--- src/rtl/microwave_ctrl.sv ---
// Cooking-cycle controller: drives one-cycle set/reset pulses into the magnetron
// SR latch and runs a BCD mm:ss countdown gated by start, stop/clear and door.
module microwave_ctrl #(
  parameter int TICKS_PER_SEC = 100
) (
  input  logic        clk,
  input  logic        rst,
  input  logic        load,
  input  logic [15:0] time_in,
  input  logic        start,
  input  logic        stop_clear,
  input  logic        door_closed,
  output logic        latch_s,
  output logic        latch_r,
  output logic        mag_on,
  output logic [15:0] time_out,
  output logic [1:0]  state_o,
  output logic        done
);

  localparam int TW = (TICKS_PER_SEC > 1) ? $clog2(TICKS_PER_SEC) : 1;
  localparam logic [TW-1:0] TICK_LAST = TW'(TICKS_PER_SEC - 1);

  typedef enum logic [1:0] {
    IDLE  = 2'd0,
    COOK  = 2'd1,
    PAUSE = 2'd2,
    DONE  = 2'd3
  } state_t;

  state_t        state_q, state_d;
  logic [15:0]   time_q, time_d;
  logic [TW-1:0] tick_q, tick_d;
  logic          latch_s_q, latch_s_d;
  logic          latch_r_q, latch_r_d;
  logic          mag_on_q, mag_on_d;
  logic          done_q, done_d;
  logic [15:0]   dec_time;

  // Saturate each digit to the largest value legal in its position.
  function automatic logic [15:0] bcd_clamp(input logic [15:0] t);
    logic [3:0] mt, mu, st, su;
    {mt, mu, st, su} = t;
    if (mt > 4'd9) mt = 4'd9;
    if (mu > 4'd9) mu = 4'd9;
    if (st > 4'd5) st = 4'd5;
    if (su > 4'd9) su = 4'd9;
    return {mt, mu, st, su};
  endfunction

  // mm:ss decrement by one second; only ever applied to a non-zero time.
  function automatic logic [15:0] bcd_dec(input logic [15:0] t);
    logic [3:0] mt, mu, st, su;
    {mt, mu, st, su} = t;
    if (su != 4'd0) begin
      su = su - 4'd1;
    end else begin
      su = 4'd9;
      if (st != 4'd0) begin
        st = st - 4'd1;
      end else begin
        st = 4'd5;
        if (mu != 4'd0) begin
          mu = mu - 4'd1;
        end else begin
          mu = 4'd9;
          mt = mt - 4'd1;
        end
      end
    end
    return {mt, mu, st, su};
  endfunction

  assign dec_time = bcd_dec(time_q);

  // NOTE: every signal written here gets a default first, so no path can leave
  // one unassigned and infer a latch.
  always_comb begin
    state_d   = state_q;
    time_d    = time_q;
    tick_d    = tick_q;
    latch_s_d = 1'b0;
    latch_r_d = 1'b0;

    case (state_q)
      IDLE: begin
        if (stop_clear) begin
          time_d = 16'h0000;
        end else if (load) begin
          time_d = bcd_clamp(time_in);
        end else if (start && door_closed && (time_q != 16'h0000)) begin
          state_d   = COOK;
          latch_s_d = 1'b1;
          tick_d    = '0;
        end
      end

      COOK: begin
        // Door/stop wins over a coincident terminal tick; time and tick freeze.
        if (!door_closed || stop_clear) begin
          state_d   = PAUSE;
          latch_r_d = 1'b1;
        end else if (tick_q == TICK_LAST) begin
          tick_d = '0;
          time_d = dec_time;
          if (dec_time == 16'h0000) begin
            state_d   = DONE;
            latch_r_d = 1'b1;
          end
        end else begin
          tick_d = tick_q + 1'b1;
        end
      end

      PAUSE: begin
        if (stop_clear) begin
          state_d = IDLE;
          time_d  = 16'h0000;
        end else if (start && door_closed) begin
          state_d   = COOK;
          latch_s_d = 1'b1;
        end
      end

      DONE: begin
        time_d = 16'h0000;
        if (start || stop_clear || !door_closed) begin
          state_d = IDLE;
        end
      end

      default: begin
        state_d   = IDLE;
        latch_r_d = 1'b1;
      end
    endcase

    mag_on_d = (state_d == COOK);
    done_d   = (state_d == DONE);
  end

  // NOTE: state registers use non-blocking assignments so every flop samples
  // the pre-edge value of its neighbours.
  always_ff @(posedge clk) begin
    if (rst) begin
      state_q   <= IDLE;
      time_q    <= 16'h0000;
      tick_q    <= '0;
      latch_s_q <= 1'b0;
      latch_r_q <= 1'b1;
      mag_on_q  <= 1'b0;
      done_q    <= 1'b0;
    end else begin
      state_q   <= state_d;
      time_q    <= time_d;
      tick_q    <= tick_d;
      latch_s_q <= latch_s_d;
      latch_r_q <= latch_r_d;
      mag_on_q  <= mag_on_d;
      done_q    <= done_d;
    end
  end

  assign latch_s  = latch_s_q;
  assign latch_r  = latch_r_q;
  assign mag_on   = mag_on_q;
  assign time_out = time_q;
  assign state_o  = state_q;
  assign done     = done_q;

endmodule
--- config.mk ---
export PLATFORM = sky130hd
export DESIGN_NAME = microwave_ctrl
export DESIGN_NICKNAME = d
export VERILOG_FILES = /design/src/rtl/microwave_ctrl.sv
export SDC_FILE = /design/constraint.sdc
export NUM_CORES = 1
export LEC_CHECK = 0
export CORE_MARGIN = 2
export CORE_UTILIZATION = 49
export CTS_BUF_LIST = sky130_fd_sc_hd__clkbuf_4
export DETAILED_ROUTE_END_ITERATION = 8
export PLACE_DENSITY = 0.79
export SKIP_LAST_GASP = 1
export SYNTH_ARGS = -nofsm -noshare
export SYNTH_HDL_FRONTEND = slang
export SYNTH_SLANG_ARGS = --single-unit
--- constraint.sdc ---
create_clock -name clk -period 6.71 [get_ports clk]
set_clock_uncertainty 0.2 [all_clocks]
set_input_delay 1.342 -clock clk [delete_from_list [all_inputs] [get_ports clk]]
set_output_delay 1.342 -clock clk [all_outputs]
set_load 0.02 [all_outputs]
Yosys cells after proc, flatten, opt, wreduce, memory -nomap -nowiden
Index checks and enable logic that the tools add are counted.
Widths: inputs -> output; s select.
- bits of input ports: 22
- memories: 0
- word-level logic and storage cells: 89
- output and inout port bits: 22
- memory bits (read-only): 0
- memory bits (writable): 0
- latch bits: 0
- flip-flop bits (word level): 29
- div/mod/pow operators: 0
- shifts and indexed selects: 0
- multiply operators: 0
- multiplexer cells: 45
- add/subtract/negate cells: 5
- reductions and logical operators: 15
- bitwise operators: 0
- eq/ne operators: 13
- $lt $le $gt $ge: 4
- operators with widths (cell ; count):
    $mux 16 ; 5
    $pmux 16 s4 ; 1
    $mux 4 ; 13
    $mux 7 ; 5
    $mux 2 ; 9
    $logic_not 16->1 ; 1
    $reduce_bool 16->1 ; 1
    $sub 4x1->4 const B ; 4
    $pmux 7 s2 ; 1
    $gt 4x4->1 const B ; 3
    $ne 2x2->1 const B ; 6
    $reduce_bool 4->1 ; 3
    $mux 1 ; 9
    $pmux 2 s4 ; 1
    $add 7x1->7 const B ; 1
    $eq 7x7->1 const B ; 1
    $eq 2x2->1 const B ; 3
    $reduce_and 5->1 ; 1
    $eq 2x1->1 const B ; 2
    $gt 4x3->1 const B ; 1
    $reduce_and 4->1 ; 1
    $logic_or 1x1->1 ; 3
    $ne 3x3->1 const B ; 1
    $logic_and 1x1->1 ; 2
    other kinds (4) ; 4

Logic depth before layout (Yosys ltp)
Gate-level depths: netlist (run 1).
- word-level depth: 10
- depth in mapped cells: 7
- mapped depth without buffers: 6

Least setup slack after synthesis (run 1)
OpenSTA, ideal clock, no wires.
- path type: in2reg
- from: input load
- to: register time_q[5] (netlist: time_out[5])
- data arrival time: 2457 ps
- library setup time: 91 ps
- path buffers: 0
- data required time: 6419 ps
- stages: 4
- setup slack: 3962 ps
- path through: nor2b_1 -> nor3_1 -> nor2_1 -> a311oi_1
- word-level cells in the longest chain between the ends: 2
- RTL lines (what ; line ; RTL):
    start: declaration ; 8 ; input logic load,
    $ne 3x3->1 (no line) ; -- ;
    $reduce_and 4->1 (no line) ; -- ;
    end signal: assignment ; 155 ; time_q <= time_d;
    end: declaration ; 32 ; logic [15:0] time_q, time_d;
Every way passes these cells.
A chain may end at the register's enable or synchronous reset.

Worst setup path after layout (run 1)
Same ends and word-level chain as after synthesis.

==> results of run 1 <==
[metrics by stage]
step / std cells / setup WS [ps] / hold WS (ps)
2_1_floorplan: 226 / 3960 / 247
3_3_place_gp: 303 / 3170 / 265
3_5_place_dp: 303 / 3120 / 274
4_1_cts: 310 / 3480 / 292
5_1_grt: 310 / 3220 / 302
6_report: 310 / 3440 / 284
[synth_stat cells (all sizes together) (2+ instances only)]
| library cell | count | area, um^2 |
|---|---|---|
| o21a | 7 | 52.6 |
| and2 | 2 | 12.5 |
| or3 | 3 | 18.8 |
| mux2i | 3 | 30.0 |
| clkbuf | 14 | 52.6 |
| nor2b | 3 | 18.8 |
| a41oi | 3 | 26.3 |
| inv | 8 | 30.0 |
| o32a | 2 | 20.0 |
| o21ai | 8 | 40.0 |
| a21oi | 20 | 100 |
| o31a | 2 | 17.5 |
| nor2 | 15 | 56.3 |
| buf | 3 | 27.5 |
| o311a | 2 | 20.0 |
| a311oi | 7 | 61.3 |
| nor3 | 6 | 35.0 |
| nand3 | 6 | 30.0 |
| or4b | 3 | 30.0 |
| or4 | 5 | 45.0 |
| dfxtp | 29 | 581 |
| nand2b | 4 | 25.0 |
| nor4 | 8 | 56.3 |
| and3 | 2 | 12.5 |
| a31o | 2 | 17.5 |
| a22oi | 3 | 22.5 |
| nand2 | 16 | 60.1 |
| ha | 3 | 37.5 |
| a211oi | 8 | 60.1 |
| o31ai | 6 | 45.0 |
| o32ai | 4 | 35.0 |
| o311ai | 2 | 17.5 |
[cells by family (layout without fill, tap and decap cells)]
family	after synthesis	after routing	share of synthesized area [%]
muxes	3	3	1.62
DFF	29	29	31.3
buffers and inverters	25	61	5.93
AOI/OAI and AO/OA	85	85	34.1
xor gates and xnor gates	1	1	0.472
and+or+nand+nor	80	80	24.6
adders and majority gates	3	3	2.02
[layer usage]
metal	vias to the layer above	wire (um)	track usage, %
met4	0	70	9.11
met3	11	342	6.34
met5	-	0	0
met2	84	2200	38.0
li1	961	-	-
met1	923	2340	32.1
[path summary, 6_finish.rpt]
| path | from | endpoint | slack, ps | cells after the start |
|---|---|---|---|---|
| worst min register to register | tick_q[1] | tick_q[1] | 280 | 2 |
| worst max register to register | state_o[0] | time_out[5] | 4030 | 4 |
| worst min-delay path | tick_q[1] | tick_q[1] | 280 | 2 |
| worst max-delay path | load | time_out[5] | 3440 | 5 |
[worst register-to-register path, stage by stage (launching register included)]
cell	delay [ps]
dfxtp_1	550
nor2b_1	860
o31a_1	470
nor2_1	240
a311oi_1	300
[layout by cell type (no fill, tap or decap), types with 6 or more instances in the layout]
master	n
inv_1	8
dfxtp_1	29
nand3_1	6
a21oi_1	20
clkbuf_4	6
nor4_1	7
o21a_1	7
nor2_1	15
o31ai_1	6
nand2_1	16
a211oi_1	8
clkdlybuf4s50_1	43
a311oi_1	7
o21ai_0	8
[cell type report]
cell class / instances / area (um^2)
Clock inverter: 1 / 3.75
Clock buffer: 6 / 45.0
Fill cell: 313 / 1320
Multi-Input combinational cell: 172 / 1160
Timing Repair Buffer: 46 / 453
Inverter: 8 / 30.0
Sequential cell: 29 / 581
Tap cell: 48 / 60.1
[power by group]
group / internal [mW] / switching (mW) / total, mW
Combinational: 0.0470 / 0.0575 / 0.105
Clock: 0.0420 / 0.0593 / 0.101
Sequential: 0.179 / 0.0108 / 0.190
Total: 0.268 / 0.128 / 0.396
[registers in the layout (all words and copies together), names as in the netlist]
name,cells
tick_q,7
latch_r,1
state_o,2
done,1
latch_s,1
mag_on,1
time_out,16
==> summary.md, run 1 <==
| Metric | Value |
|---|---|
| Status | complete, no violations |
| Worst path top cell family by delay | simple AND/OR/NAND/NOR gates |
| MaxCap Viol Count | 0 |
| Final Power | between 300 and 400 uW |
| Die Wd | ~66 um |
| PD cells | 169 nW/um^2 |
| Hold_buf cts | 0 |
| Crit-path max FO | 7 |
| IO Count | 44 |
| Ys flop type | dfxtp_1 |
| Post-CTS Resized | 0 |
| EDFF count, synth | 0 |
| Worst vdd ir | ~0.098 mV |
| Core Util, Final | 63.8% |
| Vias | a little under 2000 |
| Vias in the first global route | 1721 |
| Vias per cell | approximately 6.4 |
| # rows | 22 |
| Setup-failing EPs final | 0 |
| Final Cycle Share | roughly half |
| Register area share after synthesis | 31.3% |
| Post-synthesis register bit count | 29 |
| Layout area overhead | 26.0% |
| Post-Syn Area per Cell | 8.21 um^2 |
| All-Layer GR Usage | 24.3% |
| Syn Inst Count | 226 |
| Global route total overflow | 0 |
| DR iter-0 viols | between 150 and 200 |
| Register clock-pin slew on the reported worst setup and hold paths | 100 ps |
| Relative slew slack | 31.9% |
| Syn Nets | 251 |
| Core Region | between 3000 and 4000 um^2 |
| Critical path arrival | 3330 ps |
| Crit-path cells | clkdlybuf4s50_1 > nor2b_1 > nor3_1 > nor2_1 > a311oi_1 |
| Layout Nets | 287 |
| Max H-tree Level | 2 |
| Asr flop ratio synth | 0% |
| CP Capture Type | flop |
| Clock latency on the worst-skew pair | 340 ps |
| First-pass GRT wire length | 8020 um |
| Clk root buf | clkbuf_4 |
| Max stage delay on crit path | about 700 ps |
| Initial antenna violation count | 0 |
| CP Launch Type | primary input |
| Post-route ant nets | 0 |
| Post-Syn Area | 1860 um^2 |
| Final-report hold violation count | 0 |
| Gp weighted congestion | around 0.85 |
| Crit path kind | primary input to flop |
| Post-route DRC | 0 |
| Crit path time final | 3270 ps |
| Worst path required time | 6770 ps |
| Postcts setup bufs | 0 |
| Worst-Margin Slew | between 1000 and 1500 ps |
| DRT Wirelength | ~4900 um |
| Port buffer count | 43 |
| Yosys warns | 0 |
| Largest net degree at the start of global routing | 28 |
| Placed cell areas | 2290 um^2 |
| Slowest stage cell on the critical path | nor3_1 |
| Num CTS Buffers | 5 |
| Die height | 65.5 um |
| Die ar. | 4290 um^2 |
| Clk sink count | 29 |
| WP buf/inv | 1 |
| Initial core utilization | 50.7% |
| Pre-antenna DRT Iters | 4 |
| Share of layout cells above drive strength 1 | ~7.3% |
| Setup TNS | 0 ps |
| Antenna diodes | 0 |
| Longest Clk Path Bufs | 2 |
| Synth unique cells | between 50 and 60 |
| RSZ-0062 raised after global routing | no |
| DPL Wire Length | 3460 um |
| Min-delay worst type | flop to flop |
| WL per Instance | 16.0 um |
| Fmax | 306 MHz |
| TritonCTS clock tree | built |
| Slew Limit Fails | 0 |
| Final instance area | 2340 um^2 |
| P_leak | 0.800 nW |
Note: power is estimated with default switching activity, not from simulation.
==> inputs of run 2 (changes only) <==
clock period = 3.2 ns   (was 6.71 ns; I/O delays follow)
==> run 2 against run 1 <==
Effect of this change:
- clock power increased by 110%
- first-iteration DRC count increased by 16%
- flip-flop and latch count unchanged
- combinational power increased by 120%
- die area unchanged
- global-route usage increased by 1.2 points
- non-clock buffer count increased by 5
- via count decreased by 0.45%
- final area increased by 1.7%
- register-to-register slack got worse by 3400 ps
- sequential power increased by 110%
- cell count increased by 1.9%
- largest cell class unchanged
==> summary.md, run 2 (same netlist as run 1, synthesis figures left out) <==
| Metric | Value |
|---|---|
| Clock latency on the worst-skew pair | 340 ps (about the same) |
| Min-delay worst type | flop to flop |
| Max H-tree Level | 2 (unchanged) |
| Most frequent cells in the layout | clkdlybuf4s50_1 (43), dfxtp_1 (29), a21oi_1 (20), nand2_1 (16), nor2_1 (15) |
| Vias in the first global route | 1768 (+2.7%) |
| Worst path required time | 3250 ps (-3520 ps) |
| PD cells | 353 nW/um^2 (+110%) |
| Slew Limit Fails | 0 (unchanged) |
| Crit-path cells | or4_1 > nor4_2 > o22ai_1 > a311oi_1 |
| Core Util, Final | 64.9% (+1.1 points) |
| Gp weighted congestion | 0.856 (+1.3%) |
| Slowest stage cell on the critical path | or4_1 |
| Core Region | 3660 um^2 (unchanged) |
| TritonCTS clock tree | built |
| IO Count | 44 (unchanged) |
| First-pass GRT wire length | 8410 um (+4.8%) |
| CP Launch Type | flop |
| WP buf/inv | 0 (-1) |
| Initial antenna violation count | 0 (unchanged) |
| Postcts setup bufs | 0 (unchanged) |
| Port buffer count | 43 (unchanged) |
| Die height | 65.5 um (unchanged) |
| Crit path time final | 2610 ps |
| Layout Nets | 292 (+1.7%) |
| Final Power | 838 uW (+110%) |
| Die ar. | 4290 um^2 (unchanged) |
| Min Hold Slack | 282 ps (-2.18 ps) |
| Hold_buf cts | 0 (unchanged) |
| Vias | 1970 (-0.45%) |
| Vias per cell | 6.23 (-2.3%) |
| Layout area overhead | 28.1% |
| Fin worst setup slack | 594 ps (-2850 ps) |
| Initial core utilization | 50.7% (unchanged) |
| Longest Clk Path Bufs | 2 (unchanged) |
| Largest net degree at the start of global routing | 26 (-7.1%) |
| Crit path kind | flop to flop |
| RSZ-0062 raised after global routing | no |
| WL per Instance | 15.9 um (-0.27%) |
| Clk root buf | clkbuf_4 |
| DR iter-0 viols | 189 (+16%) |
| Max FFs per register | 16 (unchanged) |
| All-Layer GR Usage | 25.5% (+1.2 points) |
| Worst vdd ir | 0.244 mV (+150%) |
| Post-route DRC | 0 (unchanged) |
| Max stage delay on crit path | 770 ps (+50 ps) |
| Antenna diodes | 0 (unchanged) |
| P_leak | 0.826 nW (+3.3%) |
| Num CTS Buffers | 5 (unchanged) |
| Pre-CTS WS | 383 ps (-2740 ps) |
| Post-route ant nets | 0 (unchanged) |
| DPL Wire Length | 3540 um (+2.2%) |
| CP Capture Type | flop |
| Worst Setup SP | time_out[4] |
| Die Wd | 65.5 um (unchanged) |
| Pre-antenna DRT Iters | 4 (unchanged) |
| Register clock-pin slew on the reported worst setup and hold paths | 100 ps (about the same) |
| Crit-path max FO | 12 (+5) |
| R2r startpoint | time_out[4] |
| Worst path top cell family by delay | simple AND/OR/NAND/NOR gates |
| Setup-failing EPs final | 0 (unchanged) |
| MaxCap Viol Count | 0 (unchanged) |
| Setup TNS | 0 ps (unchanged) |
| Fmax | ~380 MHz |
| Most common cell after layout, fill and taps aside | clkdlybuf4s50_1 |
| Final-report hold violation count | 0 (unchanged) |
| # rows | 22 (unchanged) |
| Worst-Margin Slew | 705 ps (-314 ps) |
| Relative slew slack | 52.6% (+21 points) |
| Critical path arrival | 2660 ps (-670 ps) |
| Share of layout cells above drive strength 1 | 8.96% (+1.7 points) |
| Status | complete, no violations |
| DRT Wirelength | 5030 um (+1.7%) |
| Global route total overflow | 0 (unchanged) |
| Hold Startpoint | tick_q[1] |
| Clk sink count | 29 (unchanged) |
| Final Cycle Share | 81.4% |
| Post-CTS Resized | 0 (unchanged) |
==> run 2: area by class of cell <==
| class | instances | area (um^2) |
|---|---|---|
| clock inverter | 3 | 12.5 |
| fill | 335 | 1280 |
| tap | 48 | 60.1 |
| inverter | 8 | 30.0 |
| sequential | 29 | 581 |
| timing repair buffer | 51 | 490 |
| clock buffer | 5 | 37.5 |
| multi-input combinational | 172 | 1160 |
==> run 2: metrics by stage <==
stage,cells,area [um^2]
floorplan,226,1860
detailed placement,308,2330
global route,316,2380
CTS,316,2380
finish,316,2380
global placement,308,2330
==> run 2: report_power, final <==
group / internal [mW] / switching (mW) / total (mW)
combinational: 0.102 / 0.125 / 0.226
sequential: 0.376 / 0.0203 / 0.396
clock: 0.0792 / 0.137 / 0.216
==> run 2: worst paths after layout <==
check        cells after the start  slack, ps         to
max                              4        590  tick_q[4]
min                              2        280  tick_q[1]
max reg2reg                      4        590  tick_q[4]
min reg2reg                      2        280  tick_q[1]
==> run 2: routing by layer <==
metal / GRT usage (%) / part of all wire [%]
met5: 0 / 0
met4: 11.2 / 1.7
met3: 4.28 / 6.8
met2: 39.3 / 46
met1: 34.9 / 46
==> run 2: tightest hold or removal path, cell delays in order, from the launching register on <==
cell,delay (ps)
dfxtp_1,330
nand2_1,50
mux2i_1,60
==> inputs of run 3 (changes only) <==
clock period = 2.65 ns   (was 3.2 ns; I/O delays follow)
==> run 3 against run 2 <==
Effect of this change:
- critical path type unchanged
- largest power group unchanged
- sequential power increased by 20%
- combinational power increased by 29%
- critical endpoint is now tick_q[3]
- largest cell class unchanged
- first-iteration DRC count is 28% lower
- global-route usage fell by 0.39 points
- non-clock buffer count grew 8
==> summary.md, run 3 (same netlist as run 1, synthesis figures left out) <==
| Metric | Value |
|---|---|
| DR iter-0 viols | 137 (-28%) |
| Num CTS Buffers | 5 (unchanged) |
| Antenna diodes | 0 (unchanged) |
| Register clock-pin slew on the reported worst setup and hold paths | 100 ps (about the same) |
| Fillers | 326 (-2.7%) |
| Status | complete, no violations |
| Postcts setup bufs | 0 (unchanged) |
| P_leak | 0.870 nW (+5.4%) |
| Crit path time final | 2340 ps (-270 ps) |
| Initial core utilization | 50.7% (unchanged) |
| Gp weighted congestion | 0.863 (+0.75%) |
| Global route total overflow | 0 (unchanged) |
| Crit-path cells | or4_4 > nor4_2 > o22ai_1 > a311oi_1 |
| Port buffer count | 43 (unchanged) |
| Share of layout cells above drive strength 1 | 12.3% (+3.4 points) |
| Cell Count, Final, Fillers Out | 324 (+2.5%) |
| Die Wd | 65.5 um (unchanged) |
| DPL Wire Length | 3590 um (+1.5%) |
| CP Launch Type | flop |
| Worst path required time | 2710 ps (-540 ps) |
| Core Util, Final | 66.7% (+1.8 points) |
| MaxCap Viol Count | 0 (unchanged) |
| Final-report hold violation count | 0 (unchanged) |
| IO Count | 44 (unchanged) |
| Vias per cell | 6.32 (+1.4%) |
| Critical path arrival | 2390 ps (-270 ps) |
| # rows | 22 (unchanged) |
| TritonCTS clock tree | built |
| Pre-antenna DRT Iters | 4 (unchanged) |
| Final Cycle Share | 88.2% (+6.7 points) |
| Relative slew slack | 52.9% (+0.34 points) |
| WL per Instance | 15.9 um (-0.34%) |
| Crit path kind | flop to flop |
| Layout area overhead | 31.6% |
| Vias in the first global route | 1808 (+2.3%) |
| All-Layer GR Usage | 25.1% (-0.39 points) |
| Max stage delay on crit path | 630 ps (-140 ps) |
| Clk sink count | 29 (unchanged) |
| Worst vdd ir | 0.303 mV (+24%) |
| Hold_buf cts | 0 (unchanged) |
| RSZ-0062 raised after global routing | no |
| Clk root buf | clkbuf_4 |
| Setup TNS | 0 ps (unchanged) |
| Initial antenna violation count | 0 (unchanged) |
| Min-delay worst type | flop to flop |
| WP buf/inv | 0 (unchanged) |
| Longest Clk Path Bufs | 2 (unchanged) |
| Max H-tree Level | 2 (unchanged) |
| Worst-Margin Slew | 700 ps (-5.08 ps) |
| Worst path top cell family by delay | simple AND/OR/NAND/NOR gates |
| Post-route ant nets | 0 (unchanged) |
| Max FFs per register | 16 (unchanged) |
| Core Region | 3660 um^2 (unchanged) |
| Fmax | 428 MHz (+12%) |
| Layout Nets | 300 (+2.7%) |
| Most common cell after layout, fill and taps aside | clkdlybuf4s50_1 |
| DRT Wirelength | 5140 um (+2.2%) |
| Most frequent cells in the layout | clkdlybuf4s50_1 (43), dfxtp_1 (29), a21oi_1 (20), nand2_1 (16), buf_4 (16) |
| Clock latency on the worst-skew pair | 340 ps (about the same) |
| CP Capture Type | flop |
| Vias | 2048 (+4.0%) |
| Slew Limit Fails | 0 (unchanged) |
| PD cells | 428 nW/um^2 (+21%) |
| First-pass GRT wire length | 8340 um (-0.90%) |
| Die ar. | 4290 um^2 (unchanged) |
| Slowest stage cell on the critical path | or4_4 |
| Final instance area | 2440 um^2 (+2.7%) |
| Post-CTS Resized | 0 (unchanged) |
| Setup-failing EPs final | 0 (unchanged) |
| Post-route DRC | 0 (unchanged) |
| Crit-path max FO | 15 (+3) |
| Dpl cells | 316 (+2.6%) |
| Die height | 65.5 um (unchanged) |
| Placed cell areas | 2390 um^2 (+2.6%) |
| Largest net degree at the start of global routing | 26 (unchanged) |
run 3: cell types whose count changed in the layout (fill, tap and decap cells not counted), sizes merged:
cell	previous run	this run
buf	8	16
clkbuf	5	6
clkinv	3	2
run 3: layout make-up:
class | instances | area [um^2] | area share, %
repair buffers | 59 | 551 | 22.6
inverters | 8 | 30.0 | 1.23
clock buffers | 6 | 45.0 | 1.85
flip-flops and latches | 29 | 581 | 23.8
clock inverters | 2 | 10.0 | 0.410
multi-input cells | 172 | 1160 | 47.7
well taps | 48 | 60.1 | 2.46
run 3: power by group:
group,switching (mW),leakage (nW),internal (mW)
Sequential,0.0229,0.236,0.454
Combinational,0.156,0.599,0.135
Clock,0.167,0.0354,0.111
run 3: path summary, 6_finish.rpt:
kind	startpoint	endpoint	slack [ps]	cells after the start
setup / recovery	time_out[2]	tick_q[3]	310	4
hold / removal	tick_q[1]	tick_q[1]	290	2
setup reg to reg	time_out[2]	tick_q[3]	310	4
hold reg to reg	tick_q[1]	tick_q[1]	290	2
run 3: worst min-delay path, cell delays in order, from the launching register on:
cell	delay (ps)
dfxtp_1	340
nand2_1	60
mux2i_1	50
run 3: metal layers:
layer,up-vias,track usage (%),wire length [um]
met5,-,0,0
met4,0,8.07,61
met3,7,5.99,333
met2,98,39.8,2370
met1,952,33.5,2380
li1,991,-,-
run 3: per-stage QoR:
stage	hold slack, ps	power, mW	setup WS (ps)
floorplan	247	0.654	280
global placement	260	0.770	183
detailed placement	276	0.772	164
CTS	298	1.05	301
global route	324	1.10	141
finish	291	1.05	314
